[src/rtl/pipe_ripple_adder_pkg.sv]
// Shared helpers for the pipelined ripple-carry adder.
// A stage record holds the sum bits resolved so far (low part) and the operand
// bits not yet consumed (high part); the helpers below give those field widths.
package pipe_ripple_adder_pkg;

    // Bits resolved per pipeline stage.
    function automatic int chunk_w(input int width, input int stages);
        return width / stages;
    endfunction

    // Legal configurations: 1..width stages, width an exact multiple of stages.
    function automatic bit cfg_ok(input int width, input int stages);
        return (stages >= 1) && (stages <= width) && ((width % stages) == 0);
    endfunction

    // Width of the resolved-sum field held by stage k.
    function automatic int sum_w(input int width, input int stages, input int k);
        return (k + 1) * chunk_w(width, stages);
    endfunction

    // Width of the not-yet-added operand field held by stage k.
    function automatic int upper_w(input int width, input int stages, input int k);
        return width - sum_w(width, stages, k);
    endfunction

endpackage

[src/rtl/pipe_ripple_adder_if.sv]
// Operand/result handshake bundle for pipe_ripple_adder.
// The ovf signal exists only when PIPE_ADDER_OVF_EN is defined.
interface pipe_ripple_adder_if #(
    parameter int WIDTH = 8
);
    logic             in_valid;
    logic             in_ready;
    logic [WIDTH-1:0] a;
    logic [WIDTH-1:0] b;
    logic             cin;
    logic             out_valid;
    logic             out_ready;
    logic [WIDTH-1:0] s;
    logic             cout;
`ifdef PIPE_ADDER_OVF_EN
    logic             ovf;
`endif

    // Adder side.
    modport slave (
        input  in_valid, a, b, cin, out_ready,
        output in_ready, out_valid, s, cout
`ifdef PIPE_ADDER_OVF_EN
        , output ovf
`endif
    );

    // Producer/consumer side.
    modport master (
        output in_valid, a, b, cin, out_ready,
        input  in_ready, out_valid, s, cout
`ifdef PIPE_ADDER_OVF_EN
        , input ovf
`endif
    );
endinterface

[src/rtl/pipe_ripple_adder_chunk.sv]
// Combinational CHUNK-bit ripple-carry full-adder chain.
module pipe_ripple_adder_chunk #(
    parameter int CHUNK = 4
) (
    input  logic [CHUNK-1:0] a,
    input  logic [CHUNK-1:0] b,
    input  logic             ci,
    output logic [CHUNK-1:0] s,
    output logic             co
);

    // Bit-serial carry chain from bit 0 upward.
    always_comb begin
        logic [CHUNK:0] c;
        c    = '0;
        s    = '0;
        c[0] = ci;
        for (int i = 0; i < CHUNK; i++) begin
            s[i]   = a[i] ^ b[i] ^ c[i];
            c[i+1] = (a[i] & b[i]) | (c[i] & (a[i] ^ b[i]));
        end
        co = c[CHUNK];
    end

endmodule

[src/rtl/pipe_ripple_adder.sv]
// Pipelined ripple-carry adder, STAGES chunks of WIDTH/STAGES bits, one add per cycle.
// The whole pipe advances together (en); bubbles are not collapsed.
// Optional feature macro: PIPE_ADDER_OVF_EN adds the signed-overflow output.
module pipe_ripple_adder
    import pipe_ripple_adder_pkg::*;
#(
    parameter int WIDTH  = 8,
    parameter int STAGES = 2
) (
    input  logic                 clk,
    input  logic                 reset,
    pipe_ripple_adder_if.slave   bus
);

    localparam int CHUNK = chunk_w(WIDTH, STAGES);

    if (!cfg_ok(WIDTH, STAGES)) begin : g_bad_cfg
        $error("pipe_ripple_adder: STAGES must be 1..WIDTH and divide WIDTH");
    end

    logic en;

    assign en           = ~bus.out_valid | bus.out_ready;
    assign bus.in_ready = en;

    for (genvar k = 0; k < STAGES; k++) begin : g_stage
        localparam int SW = sum_w(WIDTH, STAGES, k);
        localparam int UW = upper_w(WIDTH, STAGES, k);

        logic [CHUNK-1:0] a_ch;
        logic [CHUNK-1:0] b_ch;
        logic [CHUNK-1:0] sum_ch;
        logic             ci;
        logic             co;
        logic             v_src;
        logic [SW-1:0]    s_next;
        logic             v_q;
        logic             c_q;
        logic [SW-1:0]    s_q;

        if (k == 0) begin : g_head
            assign a_ch   = bus.a[CHUNK-1:0];
            assign b_ch   = bus.b[CHUNK-1:0];
            assign ci     = bus.cin;
            assign v_src  = bus.in_valid;
            assign s_next = sum_ch;
        end else begin : g_body
            assign a_ch   = g_stage[k-1].g_up.a_q[CHUNK-1:0];
            assign b_ch   = g_stage[k-1].g_up.b_q[CHUNK-1:0];
            assign ci     = g_stage[k-1].c_q;
            assign v_src  = g_stage[k-1].v_q;
            assign s_next = {sum_ch, g_stage[k-1].s_q};
        end

        pipe_ripple_adder_chunk #(
            .CHUNK (CHUNK)
        ) u_chunk (
            .a  (a_ch),
            .b  (b_ch),
            .ci (ci),
            .s  (sum_ch),
            .co (co)
        );

        // Valid bit, carry and resolved sum bits of this stage.
        always_ff @(posedge clk or posedge reset) begin
            if (reset) begin
                v_q <= 1'b0;
                c_q <= 1'b0;
                s_q <= '0;
            end else if (en) begin
                v_q <= v_src;
                c_q <= co;
                s_q <= s_next;
            end
        end

        // Operand bits still waiting for a later stage; absent in the last stage.
        if (UW > 0) begin : g_up
            logic [UW-1:0] a_q;
            logic [UW-1:0] b_q;

            if (k == 0) begin : g_src_in
                // Capture the upper operand bits straight from the inputs.
                always_ff @(posedge clk or posedge reset) begin
                    if (reset) begin
                        a_q <= '0;
                        b_q <= '0;
                    end else if (en) begin
                        a_q <= bus.a[WIDTH-1:CHUNK];
                        b_q <= bus.b[WIDTH-1:CHUNK];
                    end
                end
            end else begin : g_src_prev
                // Pass along everything above the chunk this stage just consumed.
                always_ff @(posedge clk or posedge reset) begin
                    if (reset) begin
                        a_q <= '0;
                        b_q <= '0;
                    end else if (en) begin
                        a_q <= g_stage[k-1].g_up.a_q[UW+CHUNK-1:CHUNK];
                        b_q <= g_stage[k-1].g_up.b_q[UW+CHUNK-1:CHUNK];
                    end
                end
            end
        end
    end

    assign bus.out_valid = g_stage[STAGES-1].v_q;
    assign bus.s         = g_stage[STAGES-1].s_q;
    assign bus.cout      = g_stage[STAGES-1].c_q;

`ifdef PIPE_ADDER_OVF_EN
    logic ovf_q;

    // Operand MSBs arrive with the top chunk, so overflow resolves in the last stage.
    always_ff @(posedge clk or posedge reset) begin
        if (reset) begin
            ovf_q <= 1'b0;
        end else if (en) begin
            ovf_q <= (g_stage[STAGES-1].a_ch[CHUNK-1] == g_stage[STAGES-1].b_ch[CHUNK-1]) &&
                     (g_stage[STAGES-1].sum_ch[CHUNK-1] != g_stage[STAGES-1].a_ch[CHUNK-1]);
        end
    end

    assign bus.ovf = ovf_q;
`endif

endmodule

[src/flat_wrapper.sv]
// flat-port wrapper written by rule: the top's interface ports become plain ports
module pipe_ripple_adder_flat import pipe_ripple_adder_pkg::*;
#(
    parameter int WIDTH  = 8,
    parameter int STAGES = 2
)
  (clk, reset, bus_in_valid, bus_a, bus_b, bus_cin, bus_out_ready, bus_in_ready, bus_out_valid, bus_s, bus_cout);
  pipe_ripple_adder_if #(.WIDTH(WIDTH)) bus_i ();
  input  logic clk;
  input  logic reset;
  input wire logic [$bits(bus_i.in_valid)-1:0] bus_in_valid;
  input wire logic [$bits(bus_i.a)-1:0] bus_a;
  input wire logic [$bits(bus_i.b)-1:0] bus_b;
  input wire logic [$bits(bus_i.cin)-1:0] bus_cin;
  input wire logic [$bits(bus_i.out_ready)-1:0] bus_out_ready;
  output wire logic [$bits(bus_i.in_ready)-1:0] bus_in_ready;
  output wire logic [$bits(bus_i.out_valid)-1:0] bus_out_valid;
  output wire logic [$bits(bus_i.s)-1:0] bus_s;
  output wire logic [$bits(bus_i.cout)-1:0] bus_cout;
  assign bus_i.in_valid = bus_in_valid;
  assign bus_i.a = bus_a;
  assign bus_i.b = bus_b;
  assign bus_i.cin = bus_cin;
  assign bus_i.out_ready = bus_out_ready;
  assign bus_in_ready = bus_i.in_ready;
  assign bus_out_valid = bus_i.out_valid;
  assign bus_s = bus_i.s;
  assign bus_cout = bus_i.cout;
  pipe_ripple_adder #(.WIDTH(WIDTH), .STAGES(STAGES)) u_core (.clk(clk), .reset(reset), .bus(bus_i));
endmodule
[config.mk]
export PLATFORM = sky130hd
export DESIGN_NAME = pipe_ripple_adder_flat
export DESIGN_NICKNAME = d
export VERILOG_FILES = /design/src/rtl/pipe_ripple_adder_pkg.sv /design/src/rtl/pipe_ripple_adder_if.sv /design/src/rtl/pipe_ripple_adder_chunk.sv /design/src/rtl/pipe_ripple_adder.sv /design/src/flat_wrapper.sv
export SDC_FILE = /design/constraint.sdc
export NUM_CORES = 1
export LEC_CHECK = 0
export BUFFER_PORTS_ARGS = -buffer_cell sky130_fd_sc_hd__clkbuf_2
export CORE_UTILIZATION = 45
export DETAILED_ROUTE_END_ITERATION = 8
export PLACE_DENSITY = 0.7
export SYNTH_ARGS = -nofsm -noshare
export SYNTH_HDL_FRONTEND = slang
export SYNTH_SLANG_ARGS = --single-unit
[constraint.sdc]
create_clock -name clk -period 4.3 [get_ports clk]
set_clock_uncertainty 0.05 [all_clocks]
set_input_delay 0.43 -clock clk [delete_from_list [all_inputs] [get_ports clk]]
set_output_delay 0.43 -clock clk [all_outputs]
set_load 0.005 [all_outputs]
======== Word-level counts from Yosys, hierarchy flattened ========
Index checks and enable logic that the tools add are counted.
word-level totals
  bits in registers ....................... 24
  input port bits ......................... 21
  output and inout port bits .............. 11
cells by class
  bitwise logic cells ..................... 42
operators with widths
  kind         number
  $and 1x1->1  16
  $xor 1x1->1  16
  $or 1x1->1   9
  $not 1->1    1

======== Depth between registers and ports, before layout ========
Gate-level depths: netlist of the first run.
  word-level depth ........................ 9
  depth in mapped cells ................... 8
  gate-level depth less buffers ........... 8

======== Hierarchy ========
Synthesis of the first run repeated with hierarchy kept, for this count alone.
unflattened totals
  cells, all modules ...................... 81
  area, all modules ....................... 1219.9 um^2
by module, submodules not included
  module                   instances  cells each  area each (um^2)
  pipe_ripple_adder        1          53          984.7
  pipe_ripple_adder_chunk  2          14          117.6

======== Worst setup path after synthesis of the first run ========
No wires, ideal clock.
  path kind ............................... input to register
  from .................................... input bus_cin
  to ...................................... register u_core.g_stage[0].s_q[3]
  setup time .............................. 0.077 ns
  arrival time ............................ 1.999 ns
  data required time ...................... 4.173 ns
  setup slack ............................. 2.173 ns
  stages on the path ...................... 8
  path buffers ............................ 0
  cell sequence ........................... fa_1 inv_1 fa_1 inv_1 fa_1 inv_1 fa_1 a21oi_1
between the ends
  cells in the longest elaborated chain, start to end .. 7
ends and longest elaborated chain
  item                  RTL line                       RTL
  from (decl)           flat_wrapper.sv:14             input wire logic [$bits(bus_i.cin)-1:0] bus_cin;
  $and 1x1->1           pipe_ripple_adder_chunk.sv:20  c[i+1] = (a[i] & b[i]) | (c[i] & (a[i] ^ b[i]));
  $or 1x1->1            pipe_ripple_adder_chunk.sv:20
  $and 1x1->1           pipe_ripple_adder_chunk.sv:20
  $or 1x1->1            pipe_ripple_adder_chunk.sv:20
  $and 1x1->1           pipe_ripple_adder_chunk.sv:20
  $or 1x1->1            pipe_ripple_adder_chunk.sv:20
  $xor 1x1->1           pipe_ripple_adder_chunk.sv:19  s[i] = a[i] ^ b[i] ^ c[i];
  to (signal assigned)  pipe_ripple_adder.sv:74        s_q <= s_next;
  to (decl)             pipe_ripple_adder.sv:39        logic [SW-1:0] s_q;
Every way passes these cells.
A chain may end at the register's enable or synchronous reset.

======== Final worst setup path of the first run ========
  from .................................... register u_core.g_stage[1].v_q, in the netlist u_core.bus.out_valid
  to ...................................... output bus_in_ready
between the ends
  cells in the longest elaborated chain, start to end .. 2
ends and longest elaborated chain
  item                    RTL line                 RTL
  from (decl)             pipe_ripple_adder.sv:37  logic v_q;
  from (signal assigned)  pipe_ripple_adder.sv:72  v_q <= v_src;
  $not 1->1               pipe_ripple_adder.sv:23  assign en = ~bus.out_valid | bus.out_ready;
  $or 1x1->1              pipe_ripple_adder.sv:23
  to (decl)               flat_wrapper.sv:16       output wire logic [$bits(bus_i.in_ready)-1:0] bus_in_ready;
Every way passes these cells.

==> results of run 1 <==
worst paths after layout:
kind / endpoint / cells after the start / from
worst max-delay path: bus_in_ready / 3 / u_core.bus.out_valid
worst min-delay path: u_core.g_stage[0].g_up.b_q[3] / 2 / reset
worst max register to register: u_core.bus.s[7] / 8 / u_core.g_stage[0].g_up.b_q[0]
worst min register to register: u_core.bus.out_valid / 1 / u_core.g_stage[0].v_q
max in group asynchronous: u_core.g_stage[0].s_q[1] / 2 / reset
min in group clk: u_core.g_stage[0].v_q / 2 / bus_in_valid
where the power goes:
group / total [mW] / switching [mW] / internal (mW)
registers: 0.311 / 0.0323 / 0.279
logic: 0.161 / 0.0653 / 0.0961
clock network: 0.120 / 0.0686 / 0.0518
per-stage QoR:
step | util [%] | power (mW)
4_1_cts | 55.6 | 0.602
2_1_floorplan | - | 0.419
5_1_grt | 55.6 | 0.638
3_3_place_gp | 54.1 | 0.472
6_report | 55.6 | 0.593
3_5_place_dp | 54.1 | 0.482
sequential cells by signal, indices dropped and copies added (netlist names):
name and cells:
u_core.g_stage.g_up.b_q 4, u_core.g_stage.c_q 1, u_core.g_stage.g_up.a_q 4, u_core.bus.s 8, u_core.bus.cout 1, u_core.bus.out_valid 1, u_core.g_stage.s_q 4, u_core.g_stage.v_q 1
per-layer routing:
metal / vias up / GRT usage (%) / routed length (um)
met3: 3 / 1.72 / 61
met2: 16 / 25.6 / 974
met5: - / 0 / 0
met1: 346 / 20.3 / 835
met4: 0 / 6.58 / 33
li1: 321 / - / -
critical path: cells and delay by family, from the launching register on:
family / cells / cell delay [ns]
buf+inv: 2 / 0.49
flops: 1 / 0.48
simple gates: 1 / 0.54
cells in the mapped netlist:
master,n,share of area [%]
a21oi_1,6,2.5
buf_12,1,1.7
buf_6,2,1.9
dfrtp_1,24,51
fa_1,8,14
inv_1,15,4.8
mux2_2,5,4.8
mux2_4,12,15
nand2b_1,2,1.1
nor3b_1,6,3.8
logic make-up after synthesis:
logic type,synth area share [%]
flops,50.7
fa+ha+maj,13.5
simple gates,4.86
compound gates,2.54
buf+inv,8.35
mux,20.0
area by class of cell:
type | instances | area, um2 | share of cell area [%]
Tap cell | 30 | 37.5 | 2.72
Timing Repair Buffer | 32 | 163 | 11.8
Clock buffer | 4 | 36.3 | 2.63
Multi-Input combinational cell | 39 | 484 | 35.1
Inverter | 15 | 56.3 | 4.09
Sequential cell | 24 | 601 | 43.6
==> impl_metrics.env, run 1 <==
export IMPL_status="completed"
export IMPL_final_cells=144
export IMPL_worst_ep_arrival_time_ns=1.85
export IMPL_total_leakage_power_nw=0.714
export IMPL_antenna_found_initial=0
export IMPL_via_count=686
export IMPL_drt_iter0_markers=2
export IMPL_antennaDiodeCount=0
export IMPL_cap_violations=0
export IMPL_initial_core_util_pct=47.8
export IMPL_postSynthCellCount=81
export IMPL_ir_drop_mv=0.206
export IMPL_crit_chain="nand2b_1 > buf_4 > clkbuf_2"
export IMPL_tightest_slew_ns=0.886
export IMPL_path_clk_slew_ns=0.13
export IMPL_final_area_um2=1380
export IMPL_route_detailed_drc=0
export IMPL_max_clock_path_buffers=2
export IMPL_slowest_delay_ns=0.54
export IMPL_via_per_inst=4.76
export IMPL_grt_setup_unrepaired="no"
export IMPL_slew_violations=0
export IMPL_postCtsSetupBuffers=0
export IMPL_rows=18
export IMPL_grt_first_pass_wirelength_mm=3.11
export IMPL_grt_ovfl_total=0
export IMPL_critical_path_max_fanout=13
export IMPL_fp_coreArea_um2=2480
export IMPL_setup_tns_ns=0
export IMPL_drive_above_1_share_pct=46.5
export IMPL_dpl_hpwl_mm=1.45
export IMPL_io_buffers=31
export IMPL_min_period_ns=2.33
export IMPL_hold_path_class="in -> async"
export IMPL_yosysSeqAreaShare_pct=50.7
export IMPL_syn2layout_area_growth_pct=16.4
export IMPL_powerDensity_nw_per_um2=430
export IMPL_synth_warnings=0
export IMPL_grt_max_degree=25
export IMPL_layout_commonest_cell="clkbuf_2"
export IMPL_dp_cells=140
export IMPL_avgSynthCellArea_um2=14.6
export IMPL_final_cell_mix="clkbuf_2 (31), dfrtp_1 (24), inv_1 (15), mux2_4 (12), fa_1 (8)"
export IMPL_cts_buffers=3
export IMPL_cts_hold_buffers_added=0
export IMPL_post_route_period_util_pct=54.1
export IMPL_tritoncts="built"
export IMPL_drtAntennaViolNets=0
export IMPL_ios=32
export IMPL_synth_nets=110
export IMPL_fmax_ghz=0.430
export IMPL_hold_ws_ns=0.200
export IMPL_cts_root_buf="clkbuf_4"
export IMPL_setup_viol=0
export IMPL_die_w_um=53.3
export IMPL_post_place_ws_ns=1.97
export IMPL_track_usage_pct=15.5
export IMPL_worstSetupPathType="reg -> out"
export IMPL_syn_cell_area_um2=1180
export IMPL_drtPass1Iterations=3
export IMPL_postCtsResizedCells=0
export IMPL_hold_violations=0
export IMPL_htree_levels=1
export IMPL_first_global_vias=678
export IMPL_ys_seq_elements=24
export IMPL_synth_cell_types=10
export IMPL_wl_mm=1.90
export IMPL_worst_slack_ns=1.97
export IMPL_cp_slowest_cell="nand2b_1"
export IMPL_wl_per_cell_um=13.2
export IMPL_worstSkewPairLatency_ns=0.32
export IMPL_die_h_um=53.3
export IMPL_end_kind="primary output"
export IMPL_r2r_slack_ns=2.05
export IMPL_crit_required_ns=3.82
export IMPL_nFillCells=219
export IMPL_dpl_cell_area_um2=1340
export IMPL_nNetsFinal=144
export IMPL_clock_sinks=24
export IMPL_gp_congestion=0.670
export IMPL_dieArea_um2=2840
export IMPL_maxSlewHeadroom_pct=40.9
export IMPL_crit_path_start_kind="flip-flop"
(Power assumes the default switching activity.)
==> run 2, diff against run 1 <==
- ABC_AREA: not set -> 1
- PLACE_DENSITY: 0.7 -> 0.73
- clock period: 4.3 -> 2.04 ns (I/O delays scaled with it)
==> impl_metrics.env, run 2 <==
export IMPL_status="finished with violations"
export IMPL_violations="setup timing"
export IMPL_antennaDiodeCount=0
export IMPL_ir_drop_mv=0.546
export IMPL_hold_violations=0
export IMPL_synth_cell_types=7
export IMPL_total_leakage_power_nw=0.837
export IMPL_largest_reg_flops=8
export IMPL_cts_buffers=3
export IMPL_nNetsFinal=196
export IMPL_via_per_inst=4.70
export IMPL_worst_slack_ns=-0.140
export IMPL_io_buffers=31
export IMPL_ys_async_sr_fraction_pct=100
export IMPL_ys_seq_elements=24
export IMPL_syn_cell_area_um2=1170
export IMPL_dieArea_um2=2820
export IMPL_tightest_slew_ns=0.443
export IMPL_crit_path_start_kind="flip-flop"
export IMPL_end_kind="flip-flop"
export IMPL_setup_viol=1
export IMPL_fin_util_pct=57.4
export IMPL_synth_most_common_cell="nand2_1"
export IMPL_cts_root_buf="clkbuf_4"
export IMPL_die_h_um=53.1
export IMPL_wl_per_cell_um=11.1
export IMPL_dpl_hpwl_mm=1.54
export IMPL_maxSlewHeadroom_pct=70.4
export IMPL_synth_area_leader_cell="dfrtp_1"
export IMPL_synthFlopType="dfrtp_1"
export IMPL_antenna_found_initial=0
export IMPL_yosysSeqAreaShare_pct=51.1
export IMPL_path_clk_slew_ns=0.13
export IMPL_post_route_period_util_pct=107
export IMPL_crit_required_ns=2.26
export IMPL_postSynthCellCount=132
export IMPL_drtAntennaViolNets=0
export IMPL_drive_above_1_share_pct=27.7
export IMPL_die_w_um=53.1
export IMPL_route_detailed_drc=0
export IMPL_clock_sinks=24
export IMPL_syn2layout_area_growth_pct=21.0
export IMPL_track_usage_pct=17.9
export IMPL_max_clock_path_buffers=2
export IMPL_fp_coreArea_um2=2480
export IMPL_netlist_area_leader_share_pct=51.1
export IMPL_final_cell_mix="nand2_1 (47), clkbuf_2 (31), dfrtp_1 (24), nand3_1 (23), inv_1 (20)"
export IMPL_drtPass1Iterations=6
export IMPL_gp_congestion=0.755
export IMPL_grt_first_pass_wirelength_mm=3.57
export IMPL_htree_levels=1
export IMPL_slew_violations=0
export IMPL_avgSynthCellArea_um2=8.90
export IMPL_hold_path_class="in -> reg"
export IMPL_worst_ep_arrival_time_ns=2.40
export IMPL_worstSetupPathType="reg -> reg"
export IMPL_tritoncts="built"
export IMPL_first_global_vias=789
export IMPL_grt_setup_unrepaired="yes"
export IMPL_grt_ovfl_total=0
export IMPL_power_mw=1.26
export IMPL_worstSkewPairLatency_ns=0.31
export IMPL_synth_nets=161
export IMPL_powerDensity_nw_per_um2=885
export IMPL_min_period_ns=2.18
export IMPL_grt_max_degree=26
export IMPL_drt_iter0_markers=18
export IMPL_critical_path_max_fanout=2
export IMPL_synth_area_leaders="dfrtp_1 (51%), nand2_1 (15%), fa_1 (14%), nand3_1 (9.8%), inv_1 (7.3%)"
export IMPL_fmax_ghz=0.459
export IMPL_rows=18
export IMPL_synth_common_cells="nand2_1 (47), dfrtp_1 (24), inv_1 (23), nand3_1 (23), fa_1 (8)"
export IMPL_via_count=921
export IMPL_ios=32
export IMPL_final_area_um2=1420
export IMPL_cap_violations=0
export IMPL_dpl_cell_area_um2=1370
export IMPL_layout_commonest_cell="nand2_1"
export IMPL_initial_core_util_pct=47.4
export IMPL_hold_ws_ns=0.0178
export IMPL_synth_warnings=0
export IMPL_wl_mm=2.18
export IMPL_synth_edff_count=0
[run 2: cells by family after synthesis]
logic type    Yosys count  share of synthesized area (%)
fa+ha+maj               8                           13.6
buf+inv                29                           9.90
flops                  24                           51.1
simple gates           71                           25.3
[run 2: path summary, 6_finish.rpt]
check | startpoint | to | slack (ns) | depth (start not counted)
setup / recovery | u_core.g_stage[0].g_up.b_q[0] | u_core.bus.s[7] | -0.14 | 10
hold / removal | bus_b[6] | u_core.g_stage[0].g_up.b_q[2] | 0.02 | 3
setup reg to reg | u_core.g_stage[0].g_up.b_q[0] | u_core.bus.s[7] | -0.14 | 10
hold reg to reg | u_core.g_stage[0].s_q[3] | u_core.bus.s[3] | 0.43 | 2
max in group asynchronous | reset | u_core.g_stage[0].s_q[0] | 1.33 | 4
min in group asynchronous | reset | u_core.bus.out_valid | 0.39 | 4
[run 2: power breakdown]
part           total, mW  leakage (nW)  switching (mW)  internal, mW
registers          0.647         0.288          0.0652         0.582
logic              0.355         0.527           0.195         0.160
clock network      0.256        0.0210           0.147         0.109
[run 2: what timing repair did]
item                                    in CTS  in global routing
gates cloned                                 0                  0
hold endpoints to repair                    24                  0
buffers inserted                             0                  1
endpoints found under the setup margin       1                  1
pin swaps                                    0                  1
gates resized for setup                      1                  0
hold buffers                                 1                  0
[run 2: metal layers]
layer | track usage, % | wire [um] | vias to the layer above
met2 | 25.7 | 1000 | 27
li1 | - | - | 461
met1 | 26.3 | 1050 | 429
met4 | 8.77 | 41 | 0
met5 | 0 | 0 | -
met3 | 2.59 | 91 | 4
[run 2: worst max-delay path, cell delays in order (launching register included)]
cell     delay, ns
dfrtp_1       0.43
fa_2          0.39
inv_2         0.06
fa_2          0.19
inv_2         0.04
fa_2          0.33
inv_2         0.06
fa_1          0.40
inv_1         0.06
nand2_1       0.05
nand2_1       0.07
[run 2: through the flow]
step,setup WS [ns],std cells,TNS (ns)
finish,-0.140,196,-0.140
global route,-0.238,196,-0.238
CTS,-0.141,195,-0.141
detailed placement,-0.115,190,-0.189
global placement,-0.0653,190,-0.104
floorplan,-0.0206,132,-0.0206
[run 2: cell type report]
| type | count | area, um2 |
|---|---|---|
| Fill cell | 233 | 1060 |
| Sequential cell | 24 | 601 |
| Multi-Input combinational cell | 79 | 465 |
| Timing Repair Buffer | 36 | 195 |
| Inverter | 23 | 86.3 |
| Tap cell | 30 | 37.5 |
| Clock buffer | 4 | 36.3 |
==> run 3, diff against run 2 <==
==> constraint.sdc (replaced) <==
create_clock -name clk -period 2.04 [get_ports clk]
set_clock_uncertainty 0.05 [all_clocks]
set_input_delay 0.408 -clock clk [delete_from_list [all_inputs] [get_ports clk]]
set_output_delay 0.408 -clock clk [all_outputs]
set_load 0.005 [all_outputs]
==> impl_metrics.env, run 3 (synthesis gave the netlist of run 2 again) <==
export IMPL_setup_tns_ns=-0.114
export IMPL_route_detailed_drc=0
export IMPL_track_usage_pct=17.7
export IMPL_crit_required_ns=2.24
export IMPL_rows=18
export IMPL_initial_core_util_pct=47.4
export IMPL_grt_max_degree=25
export IMPL_post_place_ws_ns=-0.248
export IMPL_cap_violations=0
export IMPL_fp_coreArea_um2=2480
export IMPL_antenna_found_initial=0
export IMPL_hold_violations=0
export IMPL_layout_commonest_cell="nand2_1"
export IMPL_status="finished with violations"
export IMPL_grt_setup_unrepaired="yes"
export IMPL_final_cell_mix="nand2_1 (47), clkbuf_2 (31), dfrtp_1 (24), nand3_1 (23), inv_1 (17)"
export IMPL_htree_levels=1
export IMPL_via_per_inst=4.63
export IMPL_post_route_period_util_pct=106
export IMPL_syn2layout_area_growth_pct=20.2
export IMPL_first_global_vias=843
export IMPL_violations="setup timing"
export IMPL_end_kind="flip-flop"
export IMPL_tritoncts="built"
export IMPL_drt_iter0_markers=14
export IMPL_io_buffers=31
export IMPL_dp_cells=192
export IMPL_hold_path_class="in -> async"
export IMPL_dieArea_um2=2820
export IMPL_worst_slack_ns=-0.114
export IMPL_antennaDiodeCount=0
export IMPL_postCtsSetupBuffers=0
export IMPL_worst_ep_arrival_time_ns=2.36
export IMPL_grt_ovfl_total=0
export IMPL_setup_viol=1
export IMPL_maxSlewHeadroom_pct=80.0
export IMPL_cts_buffers=3
export IMPL_worstSetupPathType="reg -> reg"
export IMPL_tightest_slew_ns=0.300
export IMPL_slew_violations=0
export IMPL_cts_root_buf="clkbuf_4"
export IMPL_r2r_cells=10
export IMPL_largest_reg_flops=8
export IMPL_final_cells=195
export IMPL_max_clock_path_buffers=2
export IMPL_grt_use_met3_pct=2.87
export IMPL_path_clk_slew_ns=0.12
export IMPL_wl_mm=2.12
export IMPL_drtAntennaViolNets=0
export IMPL_total_leakage_power_nw=0.824
export IMPL_drive_above_1_share_pct=31.5
export IMPL_power_mw=1.20
export IMPL_ios=32
export IMPL_nFillCells=235
export IMPL_wl_per_cell_um=10.9
export IMPL_dpl_hpwl_mm=1.54
export IMPL_drtPass1Iterations=4
export IMPL_min_period_ns=2.15
export IMPL_grt_first_pass_wirelength_mm=3.44
export IMPL_clock_sinks=24
export IMPL_met2_usage_pct=27.6
export IMPL_crit_path_start_kind="flip-flop"
export IMPL_worstSkewPairLatency_ns=0.31
export IMPL_fmax_ghz=0.464
export IMPL_powerDensity_nw_per_um2=849
export IMPL_die_w_um=53.1
export IMPL_critical_path_max_fanout=2
export IMPL_gr_max_usage_layer="met2"
export IMPL_use_met1_pct=22.5
export IMPL_ir_drop_mv=0.472
export IMPL_via_count=902
export IMPL_die_h_um=53.1
export IMPL_gp_congestion=0.704
export IMPL_nNetsFinal=196
-- run 3: cell count changes in the layout (fill, tap and decap cells not counted), sizes merged --
| cell | before | now |
|---|---|---|
| buf | 4 | 5 |
| clkbuf | 35 | 34 |
| dlygate4sd3 | 1 | 0 |
-- run 3: power by group --
part | total [mW] | switching, mW | internal, mW
clock network | 0.198 | 0.129 | 0.0690
registers | 0.648 | 0.0663 | 0.582
logic | 0.353 | 0.191 | 0.162
-- run 3: cell type report --
cell class | instances | area [um2] | share of cell area, %
tap | 30 | 37.5 | 2.66
timing repair buffer | 36 | 193 | 13.6
inverter | 23 | 86.3 | 6.11
clock buffer | 3 | 22.5 | 1.59
sequential | 24 | 601 | 42.5
multi-input combinational | 79 | 473 | 33.5
-- run 3: layer usage --
metal | part of all wire (%) | vias up
li1 | - | 458
met1 | 47 | 421
met3 | 3.7 | 4
met2 | 47 | 19
met4 | 1.5 | 0
met5 | 0 | -
-- run 3: worst paths after layout --
path / slack, ns / from / end
max: -0.11 / u_core.g_stage[0].g_up.b_q[0] / u_core.bus.s[7]
min: 0.05 / reset / u_core.g_stage[0].s_q[1]
max reg2reg: -0.11 / u_core.g_stage[0].g_up.b_q[0] / u_core.bus.s[7]
min reg2reg: 0.43 / u_core.g_stage[0].s_q[1] / u_core.bus.s[1]
max in group asynchronous: 1.66 / reset / u_core.g_stage[0].g_up.a_q[2]
min in group clk: 0.24 / bus_b[4] / u_core.g_stage[0].g_up.b_q[0]
-- run 3: repair_timing --
action                                  4_1_cts  5_1_grt
resized for setup                             1        0
pin swaps                                     2        0
hold buffers                                  0        0
gates cloned                                  0        0
endpoints found under the setup margin        1        1
-- run 3: worst max-delay path, cell delays in order, from the launching register on --
cell and delay [ns]:
dfrtp_1 0.42, fa_2 0.39, inv_2 0.06, fa_2 0.18, inv_2 0.04, fa_2 0.32, inv_2 0.06, fa_1 0.40
inv_1 0.06, nand2_1 0.05, nand2_1 0.06
-- run 3: metrics by stage --
stage                     hold slack [ns]  instance area (um2)  util (%)
final                              0.0453                 1410      57.0
after global routing               0.0750                 1410      57.0
after global placement              0.393                 1390      56.1
after detailed placement            0.398                 1390      56.1
after CTS                          0.0433                 1410      57.0
after floorplan                     0.373                 1190         -
